<file path="config.mk">
export PLATFORM = sky130hd
export DESIGN_NAME = elevator_request_ctrl
export DESIGN_NICKNAME = d
export VERILOG_FILES = /design/src/rtl/elevator_request_ctrl.sv
export SDC_FILE = /design/constraint.sdc
export NUM_CORES = 1
export LEC_CHECK = 0
export CAP_MARGIN = 20
export CORE_MARGIN = 2
export CORE_UTILIZATION = 49
export DETAILED_ROUTE_END_ITERATION = 10
export PLACE_DENSITY = 0.72
export SLEW_MARGIN = 20
export SYNTH_ARGS = -nofsm -noshare
export SYNTH_HDL_FRONTEND = slang
export SYNTH_SLANG_ARGS = --single-unit
</file>
<file path="constraint.sdc">
create_clock -name clk -period 8.71 [get_ports clk]
set_input_delay 1.742 -clock clk [delete_from_list [all_inputs] [get_ports clk]]
set_output_delay 1.742 -clock clk [all_outputs]
set_load 0.01 [all_outputs]
</file>
<file path="src/rtl/elevator_request_ctrl.sv">
// Elevator request controller: pending-floor register, door timer, Delay/FR_Delay
// handshakes with the car FSM and next-target selection.
module elevator_request_ctrl #(
  parameter int TICKS_PER_SEC = 100,
  parameter int OPEN_SECS     = 5
) (
  input  logic       clk,
  input  logic       reset,
  input  logic [3:0] call_btn,
  input  logic [3:0] car_btn,
  input  logic       open_btn,
  input  logic       close_btn,
  input  logic       reset_clock,
  input  logic       Delay,
  input  logic       FR_Delay,
  input  logic [1:0] Actual_Stage,
  input  logic       UD_Answer,
  input  logic       STOP,
  output logic [3:0] actual_clock,
  output logic       DoneResetClock,
  output logic       DoneDelay,
  output logic       DoneFRDelay,
  output logic [2:0] next_stage,
  output logic       OC_Request,
  output logic       UD_Request,
  output logic       NO_STOP
);

  localparam int PW = (TICKS_PER_SEC > 1) ? $clog2(TICKS_PER_SEC) : 1;
  localparam logic [PW-1:0] PRESC_MAX = PW'(TICKS_PER_SEC - 1);
  localparam logic [3:0]    OPEN_LIM  = 4'(OPEN_SECS);

  typedef enum logic [2:0] {
    IDLE,
    DLY_SRV,
    DLY_ACK,
    FR_SRV,
    FR_ACK
  } hs_state_e;

  hs_state_e       state_q, state_d;
  logic [3:0]      pend_q, pend_d;
  logic [PW-1:0]   presc_q, presc_d;
  logic [3:0]      clock_q, clock_d;
  logic [2:0]      next_q, next_d;
  logic            oc_q, oc_d;
  logic            ud_q, ud_d;
  logic            no_stop_q, no_stop_d;
  logic            done_rc_q, done_rc_d;
  logic            done_dly_q, done_dly_d;
  logic            done_fr_q, done_fr_d;
  logic            arrived_q, arrived_d;

  logic [3:0] pend_mix;
  logic [3:0] stage_hot;
  logic       recompute;
  logic [2:0] target;

  // Nearest pending floor in the preferred direction, falling back to the other
  // direction; the current floor itself is never a target.
  function automatic logic [2:0] pick_target(input logic [3:0] p, input logic [1:0] cur,
                                             input logic up);
    logic [2:0] above;
    logic [2:0] below;
    int         f;
    above = 3'b000;
    below = 3'b000;
    for (int d = 3; d >= 1; d--) begin
      f = int'(cur) + d;
      if (f <= 3 && p[f[1:0]]) above = {1'b1, f[1:0]};
      f = int'(cur) - d;
      if (f >= 0 && p[f[1:0]]) below = {1'b1, f[1:0]};
    end
    if (up) return above[2] ? above : below;
    else    return below[2] ? below : above;
  endfunction

  assign pend_mix  = pend_q | call_btn | car_btn;
  assign stage_hot = 4'b0001 << Actual_Stage;

  always_comb begin
    state_d    = state_q;
    pend_d     = pend_mix;
    presc_d    = presc_q;
    clock_d    = clock_q;
    next_d     = next_q;
    oc_d       = oc_q;
    ud_d       = ud_q;
    arrived_d  = arrived_q;
    recompute  = 1'b0;
    target     = 3'b000;

    if (reset_clock) begin
      presc_d = '0;
      clock_d = 4'd0;
    end else if (presc_q == PRESC_MAX) begin
      presc_d = '0;
      if (clock_q != 4'd15) clock_d = clock_q + 4'd1;
    end else begin
      presc_d = presc_q + PW'(1);
    end

    // Door control outside the arrival-service cycle; open wins over close.
    if (open_btn && (STOP || state_q == DLY_ACK || (state_q == IDLE && arrived_q))) begin
      oc_d = 1'b1;
    end else if (close_btn || clock_q >= OPEN_LIM) begin
      oc_d = 1'b0;
    end

    unique case (state_q)
      IDLE: begin
        if (Delay)         state_d = DLY_SRV;
        else if (FR_Delay) state_d = FR_SRV;
      end
      DLY_SRV: begin
        state_d   = DLY_ACK;
        pend_d    = pend_mix & ~stage_hot;
        recompute = 1'b1;
        arrived_d = 1'b1;
        oc_d      = oc_q | pend_mix[Actual_Stage] | open_btn;
      end
      DLY_ACK: begin
        if (!Delay) state_d = IDLE;
      end
      FR_SRV: begin
        state_d   = FR_ACK;
        recompute = 1'b1;
        arrived_d = 1'b0;
      end
      FR_ACK: begin
        if (!FR_Delay) state_d = IDLE;
      end
      default: state_d = IDLE;
    endcase

    if (recompute) begin
      target = pick_target(pend_d, Actual_Stage, UD_Answer);
      next_d = target;
      if (target[2]) ud_d = (target[1:0] > Actual_Stage);
    end
  end

  assign no_stop_d  = |pend_q;
  assign done_rc_d  = reset_clock;
  assign done_dly_d = (state_d == DLY_ACK);
  assign done_fr_d  = (state_d == FR_ACK);

  always_ff @(posedge clk or posedge reset) begin
    if (reset) begin
      state_q    <= IDLE;
      pend_q     <= 4'b0000;
      presc_q    <= '0;
      clock_q    <= 4'd0;
      next_q     <= 3'b000;
      oc_q       <= 1'b0;
      ud_q       <= 1'b1;
      no_stop_q  <= 1'b0;
      done_rc_q  <= 1'b0;
      done_dly_q <= 1'b0;
      done_fr_q  <= 1'b0;
      arrived_q  <= 1'b0;
    end else begin
      state_q    <= state_d;
      pend_q     <= pend_d;
      presc_q    <= presc_d;
      clock_q    <= clock_d;
      next_q     <= next_d;
      oc_q       <= oc_d;
      ud_q       <= ud_d;
      no_stop_q  <= no_stop_d;
      done_rc_q  <= done_rc_d;
      done_dly_q <= done_dly_d;
      done_fr_q  <= done_fr_d;
      arrived_q  <= arrived_d;
    end
  end

  assign actual_clock   = clock_q;
  assign DoneResetClock = done_rc_q;
  assign DoneDelay      = done_dly_q;
  assign DoneFRDelay    = done_fr_q;
  assign next_stage     = next_q;
  assign OC_Request     = oc_q;
  assign UD_Request     = ud_q;
  assign NO_STOP        = no_stop_q;

endmodule
</file>
==> out/metrics.cfg <==
[timing]
timing_hold_violations_final = 0
grt_setup_unrepaired = no
period_share_pct = 66.2
timing.final.setup_violations = 0
relSlewSlack_pct = 52.4
finClkSkew_ns = 0.00331
timing_worst_slew_pin_value_ns = 0.712
final_max_slew_viol_count = 0
final.setup.tns_ns = 0
final.min_clock_period_ns = 5.77
max_clock_freq_mhz = 173

[logic_synthesis]
yosysTopAreaCellShare_pct = 37.6
ys_top_cells_by_area = dfrtp_1 38%, ha_1 8.4%, nor2_1 4.0%
post_synth.cell_area_avg_um2 = 9.67
synth.yosys.warnings = 0
flip_flop_and_latch_count_after_synthesis = 28
post_synth_num_cell_types = 57
postSynth.topFlopCell = dfrtp_1
post_synthesis_cells = 186
synth_seq_area_share_pct = 39.0
yosys.cell_count.top_type = dfrtp_1
mappedNetlistArea_um2 = 1800
post-synth-top-area-cell = dfrtp_1
mapped_nets = 217
synth_enable_flop_cells = 0
synth_async_sr_flop_share_pct = 100
synth_commonest_cells = 27 x dfrtp_1, 19 x nor2_1, 13 x a21oi_1, 12 x ha_1, 11 x inv_1

[routing]
dr_vias_cell = 5.68
wl_um = 3810
detailroute.via_count = 1512
drt_iter0_drc = 98
drt_first_pass_iters = 4
drc = 0
antenna_left = 0
drt-wirelength-per-cell_um = 14.3

[clocking]
clock_latency_ns = 0.28
postCtsHoldBufs = 0
cts_num_sinks = 28
cts_inserted_buffers = 3
cts_tree = yes
cts_htree_levels = 1
post-cts-setup-buffer-count = 0
cts-resized-gates = 0
clock_tree.root_cell = clkbuf_8
ctsLongestPathBuffers = 2
clk_transition_reported_paths_ns = 0.09

[layout]
drive_above_1_share_pct = 8.26
multiInputGateArea_um2 = 1030
final_nets = 250
layout-area-overhead-vs-synth_pct = 24.4
regArea_um2 = 702
antennaDiodeCount = 0
n_fill_cell = 299

[pwr]
vdd_ir_drop_max_uv = 124
total_power_w = 0.000468
power.density_cell_area_nw_per_um2 = 209
lkg_pwr_nw = 0.926

[critical_path]
worstPathCellList = clkdlybuf4s50_1, clkinv_1, ha_1, inv_1, mux4_2, a222oi_1, a22oi_1, a32oi_1, ha_1, a21oi_1, a21oi_1, mux2_1
cp_slowest_cell = clkdlybuf4s50_1
timing.critical_path.required_ns = 8.92
worst-setup-path-type = in2reg
startpoint_type = primary input
timing.critical_path.to_type = register
cp_data_arrival_time_ns = 5.98
worstPathMaxFanout = 18
timing.critical_path.slowest_cell_delay_ns = 0.93
critical_path.top_delay_family = buffers and inverters
critical_path_buf_inv_count = 3

[global_route]
via_count_of_the_first_global_routing_pass = 1507
antenna_found_initial = 0
grt-ovfl-total = 0
grt_usage_pct = 19.9
grt_pass1_wl_um = 6580
largest_net_degree_at_the_start_of_global_routing = 29

[die]
die_area_um2 = 4170
die_width_um = 64.6
core_area_um2 = 3610
initial_core_util_pct = 49.9
boundaryPins = 32
die_height_um = 64.6
std_cell_rows = 22

[hold_path]
worst_min_path_class = reg2reg

[flow_run]
max_cap_violations = 0

[status]
outcome = complete, no violations

[placed_design]
hpwlAfterDp_um = 2890
gpl.final_weighted_congestion = 0.950
io_buffers = 31

[worst paths after layout]
path,cells after the start,slack (ns),start,endpoint
setup / recovery,12,2.94,Actual_Stage[0],UD_Request
hold / removal,1,0.47,presc_q[0],presc_q[0]
setup reg to reg,10,5.34,state_q[1],UD_Request
hold reg to reg,1,0.47,presc_q[0],presc_q[0]
max in group asynchronous,3,6.49,reset,UD_Request
min in group asynchronous,2,1.72,reset,DoneResetClock
[layout by cell type (no fill, tap or decap), types with 5 or more instances in the layout]
master,n
nand3_1,9
inv_1,10
a21oi_1,13
xnor2_1,5
ha_1,12
nand2_1,9
clkdlybuf4s50_1,31
o21ai_0,7
nor3_1,7
nor2_1,19
dfrtp_1,27
[power breakdown]
| part | internal, W | leakage [nW] | switching, W |
|---|---|---|---|
| clock | 0.0000616 | 0.0357 | 0.0000405 |
| combinational | 0.0000930 | 0.551 | 0.0000850 |
| sequential | 0.000160 | 0.340 | 0.0000274 |
| total | 0.000315 | 0.926 | 0.000153 |
[sequential cells by signal, indices dropped and copies added (netlist names)]
signal	flops
next_stage	3
arrived_q	1
DoneResetClock	1
pend_q	4
actual_clock	4
NO_STOP	1
DoneDelay	1
presc_q	7
DoneFRDelay	1
UD_Request	1
state_q	3
OC_Request	1
[metal layers]
| layer | up-vias | global-route usage (%) | wire length, um |
|---|---|---|---|
| li1 | 749 | - | - |
| met1 | 700 | 26.3 | 1790 |
| met2 | 53 | 33.1 | 1720 |
| met3 | 10 | 2.78 | 219 |
| met4 | 0 | 7.98 | 85 |
| met5 | - | 0 | 0 |
[stage by stage]
stage | hold slack (ns) | util (%) | setup WS (ns) | instance area [um2] | instances
after global routing | 0.493 | 62.0 | 2.64 | 2240 | 266
after CTS | 0.470 | 61.6 | 2.99 | 2220 | 265
after global placement | 0.443 | 59.6 | 2.84 | 2150 | 261
after detailed placement | 0.455 | 59.6 | 2.67 | 2150 | 261
final | 0.468 | 62.0 | 2.94 | 2240 | 266
after floorplan | 0.425 | - | 4.16 | 1800 | 186
[cells by family after synthesis]
family / after synthesis / synth area share [%]
compound gates: 48 / 19.6
xor+xnor: 7 / 3.41
fa+ha+maj: 12 / 8.35
buf+inv: 17 / 3.69
flops: 28 / 39.0
mux: 6 / 5.50
simple gates: 68 / 20.4
[final cells by class]
| class | count | share of cell area [%] |
|---|---|---|
| clock inverters | 1 | 1.34 |
| repair buffers | 32 | 14.5 |
| well taps | 48 | 2.68 |
| inverters | 13 | 2.18 |
| clock buffers | 3 | 1.85 |
| multi-input cells | 141 | 46.0 |
| flip-flops and latches | 28 | 31.4 |
[worst reg2reg max path, stage by stage (launching register included)]
cell and delay (ns):
dfrtp_1 0.49, nor3b_4 0.40, a21oi_1 0.22, mux4_2 0.56, a222oi_1 0.49, a22oi_1 0.15, a32oi_1 0.24, ha_1 0.28
a21oi_1 0.13, a21oi_1 0.05, mux2_1 0.29
Power figures use the tool's default switching activity.
